### config.mk
export PLATFORM = sky130hd
export DESIGN_NAME = rpn_sequencer
export DESIGN_NICKNAME = d
export VERILOG_FILES = /design/src/rtl/rpn_pkg.sv /design/src/rtl/rpn_prog_mem.sv /design/src/rtl/rpn_sequencer.sv
export SDC_FILE = /design/constraint.sdc
export NUM_CORES = 1
export LEC_CHECK = 0
export ABC_CLOCK_PERIOD_IN_PS = 2300
export BUFFER_PORTS_ARGS = -buffer_cell sky130_fd_sc_hd__buf_4
export CAP_MARGIN = 25
export CORE_ASPECT_RATIO = 1.75
export CORE_MARGIN = 4
export CORE_UTILIZATION = 36
export CTS_BUF_LIST = sky130_fd_sc_hd__clkbuf_8
export DETAILED_ROUTE_END_ITERATION = 10
export GPL_TIMING_DRIVEN = 0
export PLACE_DENSITY = 0.6
export SKIP_LAST_GASP = 1
export SLEW_MARGIN = 20
export SYNTH_ARGS = -nofsm -noshare
export SYNTH_HDL_FRONTEND = slang
export SYNTH_HIERARCHICAL = 1
export SYNTH_SLANG_ARGS = --single-unit
### constraint.sdc
create_clock -name clk -period 2.3 [get_ports clk]
set_input_delay 0.115 -clock clk [delete_from_list [all_inputs] [get_ports clk]]
set_output_delay 0.115 -clock clk [all_outputs]
set_load 0.03 [all_outputs]
### src/rtl/rpn_pkg.sv
`default_nettype none
// +----------------------------------------------------------------------------+
// | Module   : rpn_pkg                                                         |
// | Purpose  : Shared definitions for the RPN sequencer: ALU opcode encodings, |
// |            the program token record and the sequencer state encoding.      |
// | Revision : 1.0 - initial release                                           |
// +----------------------------------------------------------------------------+
package rpn_pkg;

  // ALU opcode encodings. Any opcode with bit2 clear terminates a program.
  localparam logic [2:0] OP_NOP  = 3'b000;
  localparam logic [2:0] OP_END  = 3'b000;
  localparam logic [2:0] OP_ADD  = 3'b100;
  localparam logic [2:0] OP_MUL  = 3'b101;
  localparam logic [2:0] OP_PUSH = 3'b110;
  localparam logic [2:0] OP_POP  = 3'b111;

  // Operand width of the token record as seen by host-side software.
  localparam int RPN_TOKEN_DW = 8;

  typedef struct packed {
    logic [2:0]              opcode;
    logic [RPN_TOKEN_DW-1:0] operand;
  } rpn_token_t;

  typedef enum logic [1:0] {
    ST_IDLE   = 2'd0,
    ST_ISSUE  = 2'd1,
    ST_CHECK  = 2'd2,
    ST_FINISH = 2'd3
  } rpn_state_t;

  function automatic logic is_end(input logic [2:0] op);
    return ~op[2];
  endfunction

endpackage : rpn_pkg
`default_nettype wire

### src/rtl/rpn_prog_mem.sv
`default_nettype none
// +----------------------------------------------------------------------------+
// | Module   : rpn_prog_mem                                                    |
// | Purpose  : Token store, synchronous write / asynchronous read. Contents    |
// |            are not reset.                                                  |
// | Ports    : clk        - clock                                              |
// |            i_we       - write strobe                                       |
// |            i_waddr    - write slot                                         |
// |            i_wopcode  - opcode to store                                    |
// |            i_woperand - operand to store                                   |
// |            i_raddr    - read slot                                          |
// |            o_ropcode  - opcode at read slot                                |
// |            o_roperand - operand at read slot                               |
// | Revision : 1.0 - initial release                                           |
// +----------------------------------------------------------------------------+
module rpn_prog_mem
  import rpn_pkg::*;
#(
  parameter int DATA_WIDTH = 8,
  parameter int PROG_DEPTH = 16
) (
  input  logic                          clk,
  input  logic                          i_we,
  input  logic [$clog2(PROG_DEPTH)-1:0] i_waddr,
  input  logic [2:0]                    i_wopcode,
  input  logic [DATA_WIDTH-1:0]         i_woperand,
  input  logic [$clog2(PROG_DEPTH)-1:0] i_raddr,
  output logic [2:0]                    o_ropcode,
  output logic [DATA_WIDTH-1:0]         o_roperand
);

  logic [2:0]            r_op_mem   [PROG_DEPTH];
  logic [DATA_WIDTH-1:0] r_opnd_mem [PROG_DEPTH];

  always_ff @(posedge clk) begin
    if (i_we) begin
      r_op_mem[i_waddr]   <= i_wopcode;
      r_opnd_mem[i_waddr] <= i_woperand;
    end
  end

  assign o_ropcode  = r_op_mem[i_raddr];
  assign o_roperand = r_opnd_mem[i_raddr];

endmodule : rpn_prog_mem
`default_nettype wire

### src/rtl/rpn_sequencer.sv
`default_nettype none
// +----------------------------------------------------------------------------+
// | Module   : rpn_sequencer                                                   |
// | Purpose  : Issues a stored postfix program to the stack ALU one token at a |
// |            time, checks ALU overflow after each token, captures the last   |
// |            pop value and reports completion or the first faulting slot.    |
// | Ports    : clk, rst (async, active-high)                                   |
// |            prog_we/prog_addr/prog_opcode/prog_operand - program load       |
// |            start - run request; busy/done/error/err_pc/result - status     |
// |            alu_opcode/alu_data - registered ALU drive                      |
// |            alu_output_data/alu_overflow - ALU response                     |
// | Options  : RPN_SEQ_DEPTH_CHECK_EN - pre-issue stack depth checking         |
// | Revision : 1.0 - initial release                                           |
// +----------------------------------------------------------------------------+
module rpn_sequencer
  import rpn_pkg::*;
#(
  parameter int DATA_WIDTH = 8,
  parameter int PROG_DEPTH = 16
) (
  input  logic                          clk,
  input  logic                          rst,
  input  logic                          prog_we,
  input  logic [$clog2(PROG_DEPTH)-1:0] prog_addr,
  input  logic [2:0]                    prog_opcode,
  input  logic [DATA_WIDTH-1:0]         prog_operand,
  input  logic                          start,
  output logic                          busy,
  output logic                          done,
  output logic                          error,
  output logic [$clog2(PROG_DEPTH)-1:0] err_pc,
  output logic [DATA_WIDTH-1:0]         result,
  output logic [2:0]                    alu_opcode,
  output logic [DATA_WIDTH-1:0]         alu_data,
  input  logic [DATA_WIDTH-1:0]         alu_output_data,
  input  logic                          alu_overflow
);

  localparam int               c_AW      = $clog2(PROG_DEPTH);
  localparam logic [c_AW-1:0]  c_LAST_PC = c_AW'(PROG_DEPTH - 1);

  rpn_state_t             r_state;
  logic [c_AW-1:0]        r_pc;
  logic [2:0]             r_cur_op;
  logic                   r_busy;
  logic                   r_done;
  logic                   r_error;
  logic [c_AW-1:0]        r_err_pc;
  logic [DATA_WIDTH-1:0]  r_result;
  logic [2:0]             r_alu_opcode;
  logic [DATA_WIDTH-1:0]  r_alu_data;

  logic                   w_prog_we;
  logic [c_AW-1:0]        w_fetch_pc;
  logic [2:0]             w_mem_op;
  logic [DATA_WIDTH-1:0]  w_mem_operand;
  logic                   w_bypass;
  logic [2:0]             w_fetch_op;
  logic [DATA_WIDTH-1:0]  w_fetch_operand;
  logic                   w_fetch_end;
  logic                   w_depth_fault;
  logic                   w_do_fetch;
  rpn_state_t             w_fetch_target;
  rpn_state_t             w_next_state;

  assign w_prog_we = prog_we && (r_state == ST_IDLE);

  // Slot to fetch on the next edge: slot 0 when starting, pc+1 after a CHECK.
  assign w_fetch_pc = (r_state == ST_IDLE) ? '0 : r_pc + 1'b1;

  rpn_prog_mem #(
    .DATA_WIDTH (DATA_WIDTH),
    .PROG_DEPTH (PROG_DEPTH)
  ) u_prog_mem (
    .clk        (clk),
    .i_we       (w_prog_we),
    .i_waddr    (prog_addr),
    .i_wopcode  (prog_opcode),
    .i_woperand (prog_operand),
    .i_raddr    (w_fetch_pc),
    .o_ropcode  (w_mem_op),
    .o_roperand (w_mem_operand)
  );

  // A write landing in the same cycle as start must be seen by the first fetch.
  assign w_bypass        = w_prog_we && (prog_addr == w_fetch_pc);
  assign w_fetch_op      = w_bypass ? prog_opcode  : w_mem_op;
  assign w_fetch_operand = w_bypass ? prog_operand : w_mem_operand;
  assign w_fetch_end     = is_end(w_fetch_op);

  assign w_do_fetch = ((r_state == ST_IDLE) && start) ||
                      ((r_state == ST_CHECK) && !alu_overflow && (r_pc != c_LAST_PC));

`ifdef RPN_SEQ_DEPTH_CHECK_EN
  logic [6:0] r_depth;
  logic [6:0] w_depth_base;
  logic [6:0] w_depth_next;

  // A fresh run always counts from an empty stack.
  assign w_depth_base = (r_state == ST_IDLE) ? 7'd0 : r_depth;
  assign w_depth_next = (w_fetch_op == OP_PUSH) ? w_depth_base + 7'd1 : w_depth_base - 7'd1;

  always_comb begin
    w_depth_fault = 1'b0;
    case (w_fetch_op)
      OP_ADD, OP_MUL: w_depth_fault = (w_depth_base < 7'd2);
      OP_POP:         w_depth_fault = (w_depth_base == 7'd0);
      OP_PUSH:        w_depth_fault = (w_depth_base == 7'd64);
      default:        w_depth_fault = 1'b0;
    endcase
  end

  always_ff @(posedge clk or posedge rst) begin
    if (rst) begin
      r_depth <= 7'd0;
    end else if (w_do_fetch && !w_fetch_end && !w_depth_fault) begin
      r_depth <= w_depth_next;
    end else if ((r_state == ST_IDLE) && start) begin
      r_depth <= 7'd0;
    end
  end
`else
  assign w_depth_fault = 1'b0;
`endif

  assign w_fetch_target = (w_fetch_end || w_depth_fault) ? ST_FINISH : ST_ISSUE;

  always_comb begin
    w_next_state = r_state;
    case (r_state)
      ST_IDLE:   if (start) w_next_state = w_fetch_target;
      ST_ISSUE:  w_next_state = ST_CHECK;
      ST_CHECK: begin
        if (alu_overflow || (r_pc == c_LAST_PC)) w_next_state = ST_FINISH;
        else                                     w_next_state = w_fetch_target;
      end
      ST_FINISH: w_next_state = ST_IDLE;
      default:   w_next_state = ST_IDLE;
    endcase
  end

  always_ff @(posedge clk or posedge rst) begin
    if (rst) begin
      r_state      <= ST_IDLE;
      r_pc         <= '0;
      r_cur_op     <= OP_NOP;
      r_busy       <= 1'b0;
      r_done       <= 1'b0;
      r_error      <= 1'b0;
      r_err_pc     <= '0;
      r_result     <= '0;
      r_alu_opcode <= OP_NOP;
      r_alu_data   <= '0;
    end else begin
      r_state <= w_next_state;
      r_busy  <= (w_next_state != ST_IDLE);
      r_done  <= (w_next_state == ST_FINISH);

      // The ALU sees a token only during ISSUE; every other cycle is a NOP.
      r_alu_opcode <= OP_NOP;
      r_alu_data   <= '0;

      if ((r_state == ST_IDLE) && start) begin
        r_pc     <= '0;
        r_error  <= 1'b0;
        r_err_pc <= '0;
        r_result <= '0;
      end

      if (r_state == ST_CHECK) begin
        if (alu_overflow) begin
          r_error  <= 1'b1;
          r_err_pc <= r_pc;
        end else begin
          if (r_cur_op == OP_POP) r_result <= alu_output_data;
          if (r_pc != c_LAST_PC)  r_pc     <= r_pc + 1'b1;
        end
      end

      if (w_do_fetch && !w_fetch_end) begin
        if (w_depth_fault) begin
          r_error  <= 1'b1;
          r_err_pc <= w_fetch_pc;
        end else begin
          r_alu_opcode <= w_fetch_op;
          r_alu_data   <= w_fetch_operand;
          r_cur_op     <= w_fetch_op;
        end
      end
    end
  end

  assign busy       = r_busy;
  assign done       = r_done;
  assign error      = r_error;
  assign err_pc     = r_err_pc;
  assign result     = r_result;
  assign alu_opcode = r_alu_opcode;
  assign alu_data   = r_alu_data;

endmodule : rpn_sequencer
`default_nettype wire

# After elaboration in Yosys (flattened, before gate mapping)
# Memory sizes are Yosys's and may differ from the RTL's.
# Index checks and enable logic that the tools add are counted.
# totals
mem_count	2
ram_bits	176
ff_bits	35
# op_classes
add_sub_neg	1
n_reduce_logical	11
n_eq_ne	8
n_mux	25
# memory_table
name	depth	width	rd	rd_clocked_by_memory_dff	write_ports	line_no	text
u_prog_mem.r_opnd_mem	16	8	1	0	1	rpn_prog_mem.sv:33	logic [DATA_WIDTH-1:0] r_opnd_mem [PROG_DEPTH];
u_prog_mem.r_op_mem	16	3	1	0	1	rpn_prog_mem.sv:32	logic [2:0] r_op_mem [PROG_DEPTH];
# ops
operator	n
2-to-1 mux 8 bit	6
2-to-1 mux 4 bit	8
case mux 2 bit (4 select lines)	1
== test 2 bit, second input constant	3
logical AND 1 bit	6
2-to-1 mux 2 bit	3
2-to-1 mux 3 bit	2
2-to-1 mux 1 bit	5
adder 4 x 1 -> 4 bit, second input constant	1
== test 4 bit	1
== test 4 bit, second input constant	1
inequality test 4 bit, second input constant	1
== test 3 bit, second input constant	1
== test 2 x 1 -> 1 bit, second input constant	1
logical NOT 2 bit	1
logical OR 1 bit	2
nonzero test 2 bit	1
logical NOT 1 bit	1

# Depth between registers and ports, before layout
# logic_depth
depth_word	9
ltp_mapped	13

# Cells and area by module
# Netlist, hierarchy kept.
# modules_own_cells
module	seq_area_each_um2	n_inst	cells_each	area_each_um2
rpn_prog_mem	5285.1	1	294	6777.8
rpn_sequencer	875.8	1	158	1624.1

# Least setup slack after synthesis
# OpenSTA, ideal clock, no wires.
# synth_timing
path_type	reg2reg
from	register r_state[1]
to	memory u_prog_mem.r_op_mem[0][0] (enable)
setup_ps	393
path_stages_with_launch	6
arrival_ps	2193
path_slack_ps	-286
t_required_ps	1907
synth_period_minus_slack_ps	2586
path_buffers	1
cell_sequence	dfrtp_1 -> nor2_2 -> buf_4 -> and2_1 -> or3b_2 -> nor3_1
# synth_between
elab_chain_cells	4
# synth_rtl
element	line_no	text
from (decl)	rpn_sequencer.sv:42	rpn_state_t r_state;
from (signal assigned)	rpn_sequencer.sv:155	r_state <= w_next_state;
logical NOT 2 bit	rpn_sequencer.sv:66	assign w_prog_we = prog_we && (r_state == ST_IDLE);
logical AND 1 bit	rpn_sequencer.sv:66	
net w_prog_we	rpn_sequencer.sv:53	logic w_prog_we;
2-to-1 mux 1 bit	rpn_prog_mem.sv:36	if (i_we) begin
2-to-1 mux 1 bit (implied by the code)	rpn_prog_mem.sv:37	r_op_mem[i_waddr] <= i_wopcode;
to (decl)	rpn_prog_mem.sv:32	
# The timed path passes the listed nets, and every way through them passes these cells.

# Worst setup path after layout
# layout_timing
from	register r_state[0]
to	register r_alu_data[2] (netlist: alu_data[2])
# layout_lines
element	line_no	text
logical NOT 2 bit	rpn_sequencer.sv:69	assign w_fetch_pc = (r_state == ST_IDLE) ? '0 : r_pc + 1'b1;
2-to-1 mux 4 bit	rpn_sequencer.sv:69	
net w_fetch_pc[0]	rpn_sequencer.sv:54	logic [c_AW-1:0] w_fetch_pc;
memory (16 x 8 bit)	-	
net w_mem_operand[2]	rpn_sequencer.sv:56	logic [DATA_WIDTH-1:0] w_mem_operand;
2-to-1 mux 8 bit	rpn_sequencer.sv:88	assign w_fetch_operand = w_bypass ? prog_operand : w_mem_operand;
2-to-1 mux 8 bit	rpn_sequencer.sv:180	if (w_do_fetch && !w_fetch_end) begin
to (signal assigned)	rpn_sequencer.sv:186	r_alu_data <= w_fetch_operand;
to (decl)	rpn_sequencer.sv:51	logic [DATA_WIDTH-1:0] r_alu_data;
# The timed path passes the listed nets, and every way through them passes these cells.
# A chain may end at the register's enable or synchronous reset.

==> out/qor.yml <==
global_routing:
  grt_max_degree: 36
  grt_pass1_wl_um: 28900
  grtUsageTotal: 0.149
  grt_pass1_vias: 4970
  antenna_found_initial: 0
  grt_overflow: 0
finish:
  final_common_cell: "edfxtp_1"
  fill_cells: 1956
  area.sequential_sq_um: 6170
  design_area_sq_um: 10700
  final_util: 0.469
  area_growth_pct: 27.5
  final_cell_mix: "edfxtp_1, buf_4, nand2_1, clkbuf_8, mux4_2"
  nets: 636
  antenna_cells: 0
  final_layout_size_suffix_gt1_frac: 0.384
  multi_input_area_sq_um: 2240
synthesis:
  synth_edf_count: 176
  synth-main-ff-cell: "edfxtp_1"
  ys_seq_elements: 211
  synth-seq-area-share: 0.733
  synthDistinctLibCells: 44
  synthTopCellsByArea: "edfxtp_1, dfrtp_1, mux4_2"
  synthCells: 452
  syn-cell-area_sq_um: 8400
  async_reset_ff_frac: 0.166
  synth_top_cell_area_share: 0.629
  synth_fp_nets: 481
  yosysTopAreaCell: "edfxtp_1"
  yosys_warnings: 6
  synth.avg_cell_area_sq_um: 18.6
floorplanning:
  fp.dieH_um: 210
  die_w_um: 123
  io_pins: 54
  start_util: 0.368
  core-area_sq_um: 22800
  die-area_sq_um: 25900
  num_rows: 73
route:
  wire_per_inst_um: 20.8
  drt_iter0_markers: 318
  drt_pass1_iterations: 4
  finalWirelength_um: 19300
  postRouteAntennaNets: 0
  vias: 4679
  post-route-drc-count: 0
  viasPerCell: 5.04
worst_hold_path:
  hp-start: "prog_addr[2]"
  hold_class: "in2reg"
  min_delay_path_depth: 3
  worstHoldEndpoint: "u_prog_mem/r_op_mem[3][2]"
placed_design:
  dp_slack_ns: -0.678
  placed_area_sq_um: 9340
  gp_congestion: 0.848
  io_buffers: 53
  hpwl_um: 13100
sta:
  setup_viol: 15
  period_minus_slack_ns: 2.45
  worst_slack_ns: -0.145
  finClkSkew_ns: 0.0324
  max_freq_mhz: 409
  slew_viol_final: 0
  holdWs_ns: 0.129
  rsz0062_at_grt: "true"
  relSlewSlack: 0.534
  hold_violations: 0
  tightest_slew_ns: 0.698
  min_period_over_period: 1.06
power_and_ir_drop:
  leakage_nw: 3.86
  powerDensity_nw_per_um2: 1210
  peakVddDrop_mv: 0.395
flow_run:
  maxCapViolCount: 0
worst_setup_path:
  regToRegEndpoint: "alu_data[2]"
  timing.critical_path.fanout_max: 8
  r2r_cells: 11
  reg2reg_slack_ns: -0.15
  crit_start: "r_state[0]"
  worstSetupPathType: "reg2reg"
  r2r_start: "r_state[0]"
  cp.arrival_ns: 2.91
  cp-end-kind: "register"
  cp.required_ns: 2.76
  crit_path_start_kind: "register"
clock_network:
  cts_tree: "built"
  cts_made_buffers: 29
  cts-root-buf: "clkbuf_8"
  cts.path.max_buffers: 3
  htreeDepth: 1
  cts.reportedPaths.clkPinSlew_ns: 0.07
  cts.sinks: 211
  insertion_delay_ns: 0.58
status:
  violations: "negative setup slack"
  status: "finished, violations left"
## final cells by class
cell class	count	share of cell area
Inverter	13	0.00455
Tap cell	300	0.0350
Buffer	19	0.0237
Sequential cell	211	0.576
Clock buffer	29	0.0372
Clock inverter	23	0.0141
Multi-Input combinational cell	209	0.209
Timing Repair Buffer	124	0.101
## kinds of logic (layout without fill, tap and decap cells)
| family | after synthesis | after routing | share of synthesized area |
|---|---|---|---|
| flip-flops | 211 | 211 | 0.733 |
| AND/OR/NAND/NOR | 99 | 99 | 0.0569 |
| multiplexers | 54 | 54 | 0.137 |
| AO/OA/AOI/OAI | 53 | 53 | 0.0472 |
| buffers and inverters | 32 | 208 | 0.0220 |
| XOR/XNOR | 2 | 2 | 0.00209 |
| adder cells (fa/ha/maj) | 1 | 1 | 0.00149 |
## synth_stat cells, types with 2 or more instances
master    instances
buf_6             4
o22a_1            2
a21oi_2          10
and2_1            2
nor3_1            5
dfrtp_1          35
a21o_1            2
a22oi_1          23
edfxtp_1        176
a22o_1            4
a21oi_1           3
nor2b_1           4
nand2b_1          5
nand2_1          45
mux2i_1          10
mux4_1           16
clkbuf_1          4
buf_8             2
buf_2             5
nor2_1           22
o21ai_0           5
nand3_1           6
clkbuf_2          2
inv_1            12
mux4_2           28
nand3b_1          2
## metrics by stage
| stage | total power [W] | TNS [ns] | cells |
|---|---|---|---|
| after floorplan | 0.00763 | -0.652 | 452 |
| after global placement | 0.00888 | -64.43 | 805 |
| after detailed placement | 0.00897 | -23.42 | 817 |
| after CTS | 0.0126 | -1.46 | 914 |
| after global routing | 0.0135 | -2.72 | 928 |
| final | 0.0129 | -1.29 | 928 |
## flip-flops by register name, summed over array words and instances, names as in the netlist
name                   flops
r_cur_op                   3
u_prog_mem/r_op_mem       48
err_pc                     4
busy                       1
r_state                    2
result                     8
error                      1
done                       1
alu_data                   8
u_prog_mem/r_opnd_mem    128
r_pc                       4
alu_opcode                 3
## worst max-delay path by stage
stage	cells past startpoint	slack [ns]	to
after global routing	13	-0.20	r_cur_op[0]
final	11	-0.15	alu_data[2]
after detailed placement	12	-0.68	alu_data[1]
after floorplan	13	-0.08	r_cur_op[0]
after global placement	5	-0.73	u_prog_mem/r_opnd_mem[4][4]
after CTS	13	-0.11	r_cur_op[0]
## layer usage
metal	GRT usage	routed length (um)	vias up
li1	-	-	2102
met1	0.164	6960	2388
met2	0.280	10700	155
met3	0.0215	922	34
met4	0.0642	761	0
met5	0	0	-
## worst max-delay path, cell delays in order, from the launching register on
cell	delay (ns)
dfrtp_2	0.39
nor2_4	0.06
buf_6	0.13
nor2_4	0.10
buf_12	0.16
buf_12	0.14
buf_12	0.11
mux4_1	0.56
a22oi_1	0.42
nand2_1	0.13
nand2_1	0.10
a21oi_2	0.06
## timing repair
item,CTS,global route
setup endpoints to repair,92,64
setup buffers,19,14
pin swaps,8,9
hold buffers,25,0
cloned,1,0
gates resized for setup,50,20
hold endpoints to repair,250,0
## report_power, final
part / total [W] / internal [W] / switching [W]
logic: 0.00559 / 0.00289 / 0.00271
registers: 0.00459 / 0.00443 / 0.000161
clock network: 0.00276 / 0.00140 / 0.00135
total: 0.0129 / 0.00872 / 0.00422
Note: power is estimated with default switching activity, not from simulation.
